### config.mk
export PLATFORM = sky130hd
export DESIGN_NAME = regfile_wr_arbiter
export DESIGN_NICKNAME = d
export VERILOG_FILES = /design/src/rtl/regfile_ctrl_pkg.sv /design/src/rtl/regfile_wr_arbiter_rr.sv /design/src/rtl/regfile_wr_arbiter.sv
export SDC_FILE = /design/constraint.sdc
export NUM_CORES = 1
export LEC_CHECK = 0
export BUFFER_PORTS_ARGS = -buffer_cell sky130_fd_sc_hd__buf_4
export CAP_MARGIN = 20
export CELL_PAD_IN_SITES_DETAIL_PLACEMENT = 1
export CELL_PAD_IN_SITES_GLOBAL_PLACEMENT = 1
export CORE_ASPECT_RATIO = 0.5
export CORE_MARGIN = 2
export CORE_UTILIZATION = 37
export DETAILED_ROUTE_END_ITERATION = 10
export GPL_ROUTABILITY_DRIVEN = 1
export GPL_TIMING_DRIVEN = 0
export PLACE_DENSITY_LB_ADDON = 0.1
export SKIP_CTS_REPAIR_TIMING = 1
export SLEW_MARGIN = 10
export SYNTH_ARGS = -nofsm -noshare
export SYNTH_HDL_FRONTEND = slang
export SYNTH_HIERARCHICAL = 1
export SYNTH_SLANG_ARGS = --single-unit
export TNS_END_PERCENT = 5
### constraint.sdc
create_clock -name clk -period 4.07 [get_ports clk]
set_clock_uncertainty 0.15 [all_clocks]
set_input_delay 0.407 -clock clk [delete_from_list [all_inputs] [get_ports clk]]
set_output_delay 0.407 -clock clk [all_outputs]
set_load 0.01 [all_outputs]
### src/rtl/regfile_ctrl_pkg.sv
// Shared types and defaults for the register-file write-port arbiter.
// Build option: REGFILE_R0_PROTECT_EN (see regfile_wr_arbiter.sv).
package regfile_ctrl_pkg;

  localparam int DATA_W_DEFAULT = 16;
  localparam int ADDR_W_DEFAULT = 4;

  typedef enum logic {
    ARB   = 1'b0,
    SWEEP = 1'b1
  } state_e;

  localparam logic REQ0 = 1'b0;
  localparam logic REQ1 = 1'b1;

endpackage

### src/rtl/regfile_wr_arbiter_rr.sv
// Two-way round-robin grant with its own priority pointer.
// The pointer moves to the other requester only when a transfer happens.
module rr_arbiter2
  import regfile_ctrl_pkg::*;
(
  input  logic       clk,
  input  logic       rst,
  input  logic [1:0] req,
  input  logic       enable,
  input  logic       advance,
  output logic [1:0] gnt
);

  logic rr_ptr_q;
  logic rr_ptr_d;

  always_comb begin
    gnt = 2'b00;
    if (enable) begin
      case (req)
        2'b01:   gnt = 2'b01;
        2'b10:   gnt = 2'b10;
        2'b11:   gnt = (rr_ptr_q == REQ0) ? 2'b01 : 2'b10;
        default: gnt = 2'b00;
      endcase
    end
  end

  always_comb begin
    rr_ptr_d = rr_ptr_q;
    if (advance) begin
      rr_ptr_d = gnt[0] ? REQ1 : REQ0;
    end
  end

  always_ff @(posedge clk or posedge rst) begin
    if (rst) begin
      rr_ptr_q <= REQ0;
    end else begin
      rr_ptr_q <= rr_ptr_d;
    end
  end

endmodule

### src/rtl/regfile_wr_arbiter.sv
// Arbitrates the register file's single write port between two writers and
// runs a zero-fill sweep. Build option: REGFILE_R0_PROTECT_EN drops writes to r0.
module regfile_wr_arbiter
  import regfile_ctrl_pkg::*;
#(
  parameter int DATA_W = DATA_W_DEFAULT,
  parameter int ADDR_W = ADDR_W_DEFAULT
) (
  input  logic              clk,
  input  logic              clear,
  input  logic              sweep_start,
  output logic              sweep_busy,
  input  logic              req0,
  input  logic [ADDR_W-1:0] addr0,
  input  logic [DATA_W-1:0] data0,
  output logic              gnt0,
  input  logic              req1,
  input  logic [ADDR_W-1:0] addr1,
  input  logic [DATA_W-1:0] data1,
  output logic              gnt1,
  output logic              load,
  output logic [ADDR_W-1:0] Caddr,
  output logic [DATA_W-1:0] C
);

  localparam logic [ADDR_W-1:0] LAST_ADDR = '1;

  state_e            state_q, state_d;
  logic [ADDR_W-1:0] cnt_q, cnt_d;
  logic              load_q, load_d;
  logic [ADDR_W-1:0] caddr_q, caddr_d;
  logic [DATA_W-1:0] c_q, c_d;

  logic [1:0]        gnt;
  logic              arb_en;
  logic              xfer;
  logic              wr_en;
  logic [ADDR_W-1:0] sel_addr;
  logic [DATA_W-1:0] sel_data;

  // Handshake: a requester holds req/addr/data until it sees gnt; the write
  // transfers on the rising edge where req && gnt, after which req may change.
  assign arb_en = (state_q == ARB) && !sweep_start && !clear;

  rr_arbiter2 u_rr (
    .clk     (clk),
    .rst     (clear),
    .req     ({req1, req0}),
    .enable  (arb_en),
    .advance (xfer),
    .gnt     (gnt)
  );

  assign gnt0     = gnt[0];
  assign gnt1     = gnt[1];
  assign xfer     = |gnt;
  assign sel_addr = gnt[1] ? addr1 : addr0;
  assign sel_data = gnt[1] ? data1 : data0;

`ifdef REGFILE_R0_PROTECT_EN
  assign wr_en = (sel_addr != '0);
`else
  assign wr_en = 1'b1;
`endif

  always_ff @(posedge clk or posedge clear) begin
    if (clear) begin
      state_q <= ARB;
    end else begin
      state_q <= state_d;
    end
  end

  always_comb begin
    state_d = state_q;
    case (state_q)
      ARB:     if (sweep_start) state_d = SWEEP;
      SWEEP:   if (caddr_q == LAST_ADDR) state_d = ARB;
      default: state_d = ARB;
    endcase
  end

  always_comb begin
    load_d  = 1'b0;
    caddr_d = caddr_q;
    c_d     = c_q;
    cnt_d   = cnt_q;
    case (state_q)
      ARB: begin
        if (sweep_start) begin
          load_d  = 1'b1;
          caddr_d = '0;
          c_d     = '0;
          cnt_d   = ADDR_W'(1);
        end else if (xfer && wr_en) begin
          load_d  = 1'b1;
          caddr_d = sel_addr;
          c_d     = sel_data;
        end
      end
      SWEEP: begin
        // The counter wraps to zero alongside the final address, leaving it at its idle value.
        if (caddr_q != LAST_ADDR) begin
          load_d  = 1'b1;
          caddr_d = cnt_q;
          c_d     = '0;
          cnt_d   = cnt_q + 1'b1;
        end
      end
      default: load_d = 1'b0;
    endcase
  end

  always_ff @(posedge clk or posedge clear) begin
    if (clear) begin
      cnt_q   <= '0;
      load_q  <= 1'b0;
      caddr_q <= '0;
      c_q     <= '0;
    end else begin
      cnt_q   <= cnt_d;
      load_q  <= load_d;
      caddr_q <= caddr_d;
      c_q     <= c_d;
    end
  end

  assign sweep_busy = (state_q == SWEEP);
  assign load       = load_q;
  assign Caddr      = caddr_q;
  assign C          = c_q;

endmodule
; ---- Word level (Yosys, flattened, before mapping)
; Index checks and enable logic that the tools add are counted.
[totals]
ff_bits = 27
inputBits = 45
out_inout_bits = 24
elab_cells = 47
[op_classes]
addsub = 1
eq_ne = 8
muxes = 24
n_bitwise = 1
n_reduce_logical = 7
[op_table]
columns = cell, n
row1 = 2-to-1 mux 16 bit, 4
row2 = one-hot mux 16 bit (2 select lines), 1
row3 = 2-to-1 mux 4 bit, 6
row4 = one-hot mux 4 bit (2 select lines), 2
row5 = 2-to-1 mux 1 bit, 6
row6 = one-hot mux 2 bit (3 select lines), 1
row7 = "adder 4 x 1 -> 4 bit, second input constant", 1
row8 = "equality test 2 bit, second input constant", 2
row9 = "equality test 4 bit, second input constant", 1
row10 = 2-to-1 mux 2 bit, 2
row11 = "!= test 4 bit, second input constant", 1
row12 = one-hot mux 1 bit (2 select lines), 2
row13 = AND reduction 2 bit, 2
row14 = "!= test 3 x 2 -> 1 bit, second input constant", 1
row15 = "equality test 2 x 1 -> 1 bit, second input constant", 1
row16 = logical AND 1 bit, 2
row17 = logical NOT 1 bit, 2
row18 = "!= test 2 x 1 -> 1 bit, second input constant", 1
row19 = "!= test 2 bit, second input constant", 1
row20 = OR reduction 2 bit, 1
row21 = NOT 1 bit, 1

; ---- Depth between registers and ports, before layout
[logic_depth]
depth_word = 8
depth_mapped = 11
mapped_depth_nobuf = 7

; ---- Cells and area by module
; Netlist, hierarchy kept.
[by_module_without_submodules]
columns = mod, n_inst, cells_each, area_each_um2
row1 = regfile_wr_arbiter, 1, 118, 1436.4
row2 = rr_arbiter2, 1, 9, 68.8

; ---- Least setup slack after synthesis
; OpenSTA, ideal clock, no wires.
[synth_timing]
kind = reg-to-reg
from = register state_q, in the netlist sweep_busy
to = register c_q[0], in the netlist C[0]
setup_time_ps = 125
t_arrival_ps = 2597
required_time_ps = 3795
setup_slack_ps = 1198
path_stages_with_launch = 12
path_buffers = 4
period_less_slack_ps = 2872
path_cell_list = dfrtp_1 > buf_6 > or2_1 > clkbuf_2 > clkbuf_1 > nor2_1 > nand2_1 > a21oi_1 > clkbuf_1 > mux2i_1 > nor2_1 > mux2_4
[synth_between]
elab_chain_len = 8
elab_cells_between_ends = 12
cone_classes = eq/ne (2) / mux (5) / bitwise (1) / reduce/logical (4)
[synth_rtl]
columns = item, line
row1 = start: declaration, regfile_wr_arbiter.sv:28  ; state_e state_q, state_d;
row2 = start signal: assignment, regfile_wr_arbiter.sv:70  ; state_q <= state_d;
row3 = NOT 1 bit *, n/a
row4 = logical AND 1 bit * (2 in series), regfile_wr_arbiter.sv:43  ; assign arb_en = (state_q == ARB) && !sweep_start && !clear;
row5 = net arb_en, regfile_wr_arbiter.sv:35  ; logic arb_en;
row6 = 2-to-1 mux 2 bit *, regfile_wr_arbiter_rr.sv:19  ; if (enable) begin
row7 = net gnt1, regfile_wr_arbiter.sv:20  ; output logic gnt1,
row8 = 2-to-1 mux 16 bit, regfile_wr_arbiter.sv:58  ; assign sel_data = gnt[1] ? data1 : data0;
row9 = 2-to-1 mux 16 bit, regfile_wr_arbiter.sv:95  ; end else if (xfer && wr_en) begin
row10 = 2-to-1 mux 16 bit, regfile_wr_arbiter.sv:90  ; if (sweep_start) begin
row11 = one-hot mux 16 bit (2 select lines), regfile_wr_arbiter.sv:88  ; case (state_q)
row12 = end signal: assignment, regfile_wr_arbiter.sv:119  ; c_q <= '0;
row13 = end signal: assignment, regfile_wr_arbiter.sv:124  ; c_q <= c_d;
row14 = end: declaration, regfile_wr_arbiter.sv:32  ; logic [DATA_W-1:0] c_q, c_d;
; The timed path passes the listed nets; every way through them passes the cells marked *. The select of a mux whose other input is x is not followed.
; A chain may end at the register's enable or synchronous reset.

; ---- Worst setup path after layout
[layout_timing]
from = register state_q, in the netlist sweep_busy
to = register c_q[3], in the netlist C[3]
[layout_between]
elab_chain_len = 8
elab_cells_between_ends = 12
cone_classes = eq/ne (2) / mux (5) / bitwise (1) / reduce/logical (4)
[layout_rtl]
columns = item, line
row1 = NOT 1 bit *, n/a
row2 = logical AND 1 bit * (2 in series), regfile_wr_arbiter.sv:43
row3 = net arb_en, regfile_wr_arbiter.sv:35
row4 = 2-to-1 mux 2 bit *, regfile_wr_arbiter_rr.sv:19
row5 = 2-to-1 mux 16 bit, regfile_wr_arbiter.sv:58
row6 = 2-to-1 mux 16 bit, regfile_wr_arbiter.sv:95
row7 = 2-to-1 mux 16 bit, regfile_wr_arbiter.sv:90
row8 = one-hot mux 16 bit (2 select lines), regfile_wr_arbiter.sv:88
; Marked as above.

==> impl_table.tex <==
\begin{tabular}{lr}
\hline
Metric & Value \\
\hline
\multicolumn{2}{l}{\textbf{Run status}} \\
Status & complete, no violations \\
\multicolumn{2}{l}{\textbf{Hold path}} \\
Worst hold path startpoint & req0 \\
Worst Hold Class & input pin to flop \\
Cell count of the worst hold path & 2 \\
Worst hold endpoint & u\_rr/rr\_ptr\_q\$\_DFFE\_PP0P\_ \\
\multicolumn{2}{l}{\textbf{Floorplanning}} \\
Die width & 94.2 um \\
Area of the core region & 3900 sq um \\
Number of top-level pins & 69 \\
Cell Rows & 16 \\
Die outline area & 4630 sq um \\
Die Span Y & 49.1 um \\
Initial cell density of the core & 0.386 \\
\multicolumn{2}{l}{\textbf{Drt}} \\
Total wire length & 3560 um \\
Avg WL per Cell & 14.0 um \\
Drt initial violations & 22 \\
Number of nets with antenna violations after detailed routing & 0 \\
Drc violations & 0 \\
Count of vias placed by the detailed router & 1216 \\
Number of detailed-routing iterations run before antenna repair & 4 \\
Avg Vias per Cell & 4.77 \\
\multicolumn{2}{l}{\textbf{Timing}} \\
Worst slew margin relative to its limit & 0.499 \\
Worst path setup slack after routing & 0.976 ns \\
Final-report max-slew violation count & 0 \\
Timing-limited maximum frequency & 323 MHz \\
Final Hold Fails & 0 \\
Final-report setup violation count & 0 \\
Worst Max-Slew Pin Slew & 0.751 ns \\
Total negative slack & 0 ns \\
Hold slack & 0.255 ns \\
Final period utilization & 0.760 \\
Unrepaired setup endpoints after global routing & no \\
Minimum clock period after layout & 3.09 ns \\
\multicolumn{2}{l}{\textbf{Yosys}} \\
Leading cell types by total area after synthesis & sky130\_fd\_sc\_hd\_\_dfrtp\_1 45\%, sky130\_fd\_sc\_hd\_\_mux2\_4 19\%, sky130\_fd\_sc\_hd\_\_mux2i\_1 14\% \\
Average cell area after synthesis & 11.9 sq um \\
Mapped Nets & 173 \\
Ys async rst share & 1.00 \\
Register area share after synthesis & 0.449 \\
Post-synth EDFFs & 0 \\
Count of mapped cells out of synthesis & 127 \\
Most used flip-flop cell after synthesis & sky130\_fd\_sc\_hd\_\_dfrtp\_1 \\
Cell area after synthesis & 1510 sq um \\
Count of synthesis-stage warnings from yosys & 6 \\
Count of unique library cells instantiated by Yosys & 26 \\
Number of flip-flops and latches in the synthesized netlist & 27 \\
Cell type contributing the most total cell area after synthesis & sky130\_fd\_sc\_hd\_\_dfrtp\_1 \\
Synth top area share & 0.449 \\
\multicolumn{2}{l}{\textbf{Power and ir drop}} \\
Clock network power share & 0.153 \\
Worst vdd ir & 0.000172 V \\
Power Total & 979 uW \\
Power per cell area & 452 nW/um\^{}2 \\
Power share of the combinational group & 0.448 \\
Net switching share of the total power & 0.326 \\
Internal power & 660 uW \\
Sequential group share of total power & 0.399 \\
Standby leakage power & 1.12 nW \\
Switching power summed over all nets & 319 uW \\
\multicolumn{2}{l}{\textbf{Setup path}} \\
FF-to-FF End & C[3]\$\_DFFE\_PP0P\_ \\
Worst r2r path cells & 11 \\
Worst reg2reg startpoint & sweep\_busy\$\_DFF\_PP0\_ \\
Critical Path Sink Type & flop \\
Required time of the critical path & 4.08 ns \\
Crit path arrival time & 3.10 ns \\
Register-to-register setup slack & 0.98 ns \\
Crit path max fanout & 10 \\
Worst Setup Start Kind & flop \\
Worst setup path category & flop to flop \\
\multicolumn{2}{l}{\textbf{Clocking}} \\
\# H-tree levels & 1 \\
CTS Root Buffer Type & sky130\_fd\_sc\_hd\_\_clkbuf\_8 \\
Inserted Clock Buffers & 3 \\
Latest clock arrival within the worst-skew pair & 0.27 ns \\
TritonCTS clock tree & yes \\
Clock sink count & 27 \\
Clock edge transition at the registers on the reported setup and hold paths & 0.09 ns \\
Maximum clock path buffer count & 2 \\
\multicolumn{2}{l}{\textbf{Final layout}} \\
Cell area after layout & 2170 sq um \\
Total inserted antenna cells & 0 \\
Core occupancy in the finished layout & 0.555 \\
Layout cells sized above 1 & 0.498 \\
Count of fill cells added during filler insertion & 441 \\
Final std cells w/o fill & 255 \\
NumNets Final & 248 \\
Area growth syn-to-layout & 43.9\% \\
\multicolumn{2}{l}{\textbf{Place}} \\
Post-detail-place hpwl & 2710 um \\
Number of cells in the design after placement & 249 \\
Final weighted congestion of routability-driven global placement & 0.714 \\
Worst setup slack after placement & 0.930 ns \\
Post-DP Area & 2080 sq um \\
Number of I/O port buffers & 68 \\
\multicolumn{2}{l}{\textbf{Global routing}} \\
Vias in the first global route & 1263 \\
Total gr overflow & 0 \\
Maximum number of pins on one net before global-route repair & 27 \\
Number of antenna violations at the first check in global routing & 0 \\
Total track usage & 0.163 \\
Wire length of the first global-routing pass & 5840 um \\
\multicolumn{2}{l}{\textbf{Flow run}} \\
Number of maximum-capacitance violations & 0 \\
\hline
\end{tabular}
layout by cell type (no fill, tap or decap), drive strengths merged, types with 2 or more instances in the layout:
master	synthesis	routed
a21oi	2	2
a32o	2	2
and3	2	2
buf	4	73
clkbuf	4	8
dfrtp	27	27
inv	7	7
mux2	20	20
mux2i	21	21
nand2	5	5
nand3	2	2
nor2	17	17
o21ai	5	5
or2	2	2
cells by family after synthesis:
group,synth area share
AOI/OAI and AO/OA,0.0590
adders and majority gates,0.00831
muxes,0.337
xor gates and xnor gates,0.00582
and+or+nand+nor,0.0873
buffers and inverters,0.0540
DFF,0.449
worst max path at each step:
stage / startpoint / endpoint / slack, ns / cells past startpoint
2_1_floorplan: sweep_busy$_DFF_PP0_ / C[0]$_DFFE_PP0P_ / 1.20 / 11
3_3_place_gp: sweep_busy$_DFF_PP0_ / C[8]$_DFFE_PP0P_ / 0.95 / 11
5_1_grt: sweep_busy$_DFF_PP0_ / C[2]$_DFFE_PP0P_ / 0.66 / 11
6_report: sweep_busy$_DFF_PP0_ / C[3]$_DFFE_PP0P_ / 0.98 / 11
3_5_place_dp: sweep_busy$_DFF_PP0_ / C[3]$_DFFE_PP0P_ / 0.93 / 11
4_1_cts: sweep_busy$_DFF_PP0_ / C[3]$_DFFE_PP0P_ / 0.91 / 11
layout make-up:
type	count	area [sq um]	area share
buffer	8	55.1	0.0254
inverter	7	26.3	0.0121
multi-input combinational	85	748	0.345
timing repair buffer	70	548	0.253
clock buffer	4	45.0	0.0208
tap	54	67.6	0.0312
sequential	27	676	0.312
sequential cells by signal (all words and copies together) (netlist names):
name / cells
C: 16
Caddr: 4
cnt_q: 4
load: 1
sweep_busy: 1
u_rr/rr_ptr_q: 1
power groups by stage:
stage          clock network, mW  registers (mW)  logic [mW]
2_1_floorplan                  0           0.402       0.271
3_3_place_gp                   0           0.391       0.427
3_5_place_dp                   0           0.393       0.440
4_1_cts                    0.156           0.390       0.442
5_1_grt                    0.168           0.399       0.476
6_report                   0.150           0.390       0.439
cell usage after synthesis (2+ instances only):
cell type,number
sky130_fd_sc_hd__mux2i_1,21
sky130_fd_sc_hd__dfrtp_1,27
sky130_fd_sc_hd__a32o_1,2
sky130_fd_sc_hd__a21oi_1,2
sky130_fd_sc_hd__mux2_4,19
sky130_fd_sc_hd__o21ai_0,5
sky130_fd_sc_hd__inv_1,7
sky130_fd_sc_hd__clkbuf_1,3
sky130_fd_sc_hd__nor2_1,17
sky130_fd_sc_hd__nand3_1,2
sky130_fd_sc_hd__nand2_1,5
sky130_fd_sc_hd__buf_6,3
metal layers:
layer,share of wire,wire length [um],global-route usage
met3,0.070,250,0.0386
met2,0.49,1750,0.294
met1,0.43,1540,0.202
met5,0,0,0
met4,0.0059,21,0.0290
critical path: stages (launching register included):
cell and delay (ns):
sky130_fd_sc_hd__dfrtp_1 0.40, sky130_fd_sc_hd__buf_6 0.14, sky130_fd_sc_hd__or2_1 0.22, sky130_fd_sc_hd__clkbuf_2 0.14, sky130_fd_sc_hd__clkbuf_1 0.24, sky130_fd_sc_hd__nor2_1 0.21, sky130_fd_sc_hd__nand2_1 0.07, sky130_fd_sc_hd__a21oi_1 0.22
sky130_fd_sc_hd__clkbuf_1 0.61, sky130_fd_sc_hd__mux2i_1 0.26, sky130_fd_sc_hd__nor2_1 0.06, sky130_fd_sc_hd__mux2_4 0.26
Power figures use the tool's default switching activity.
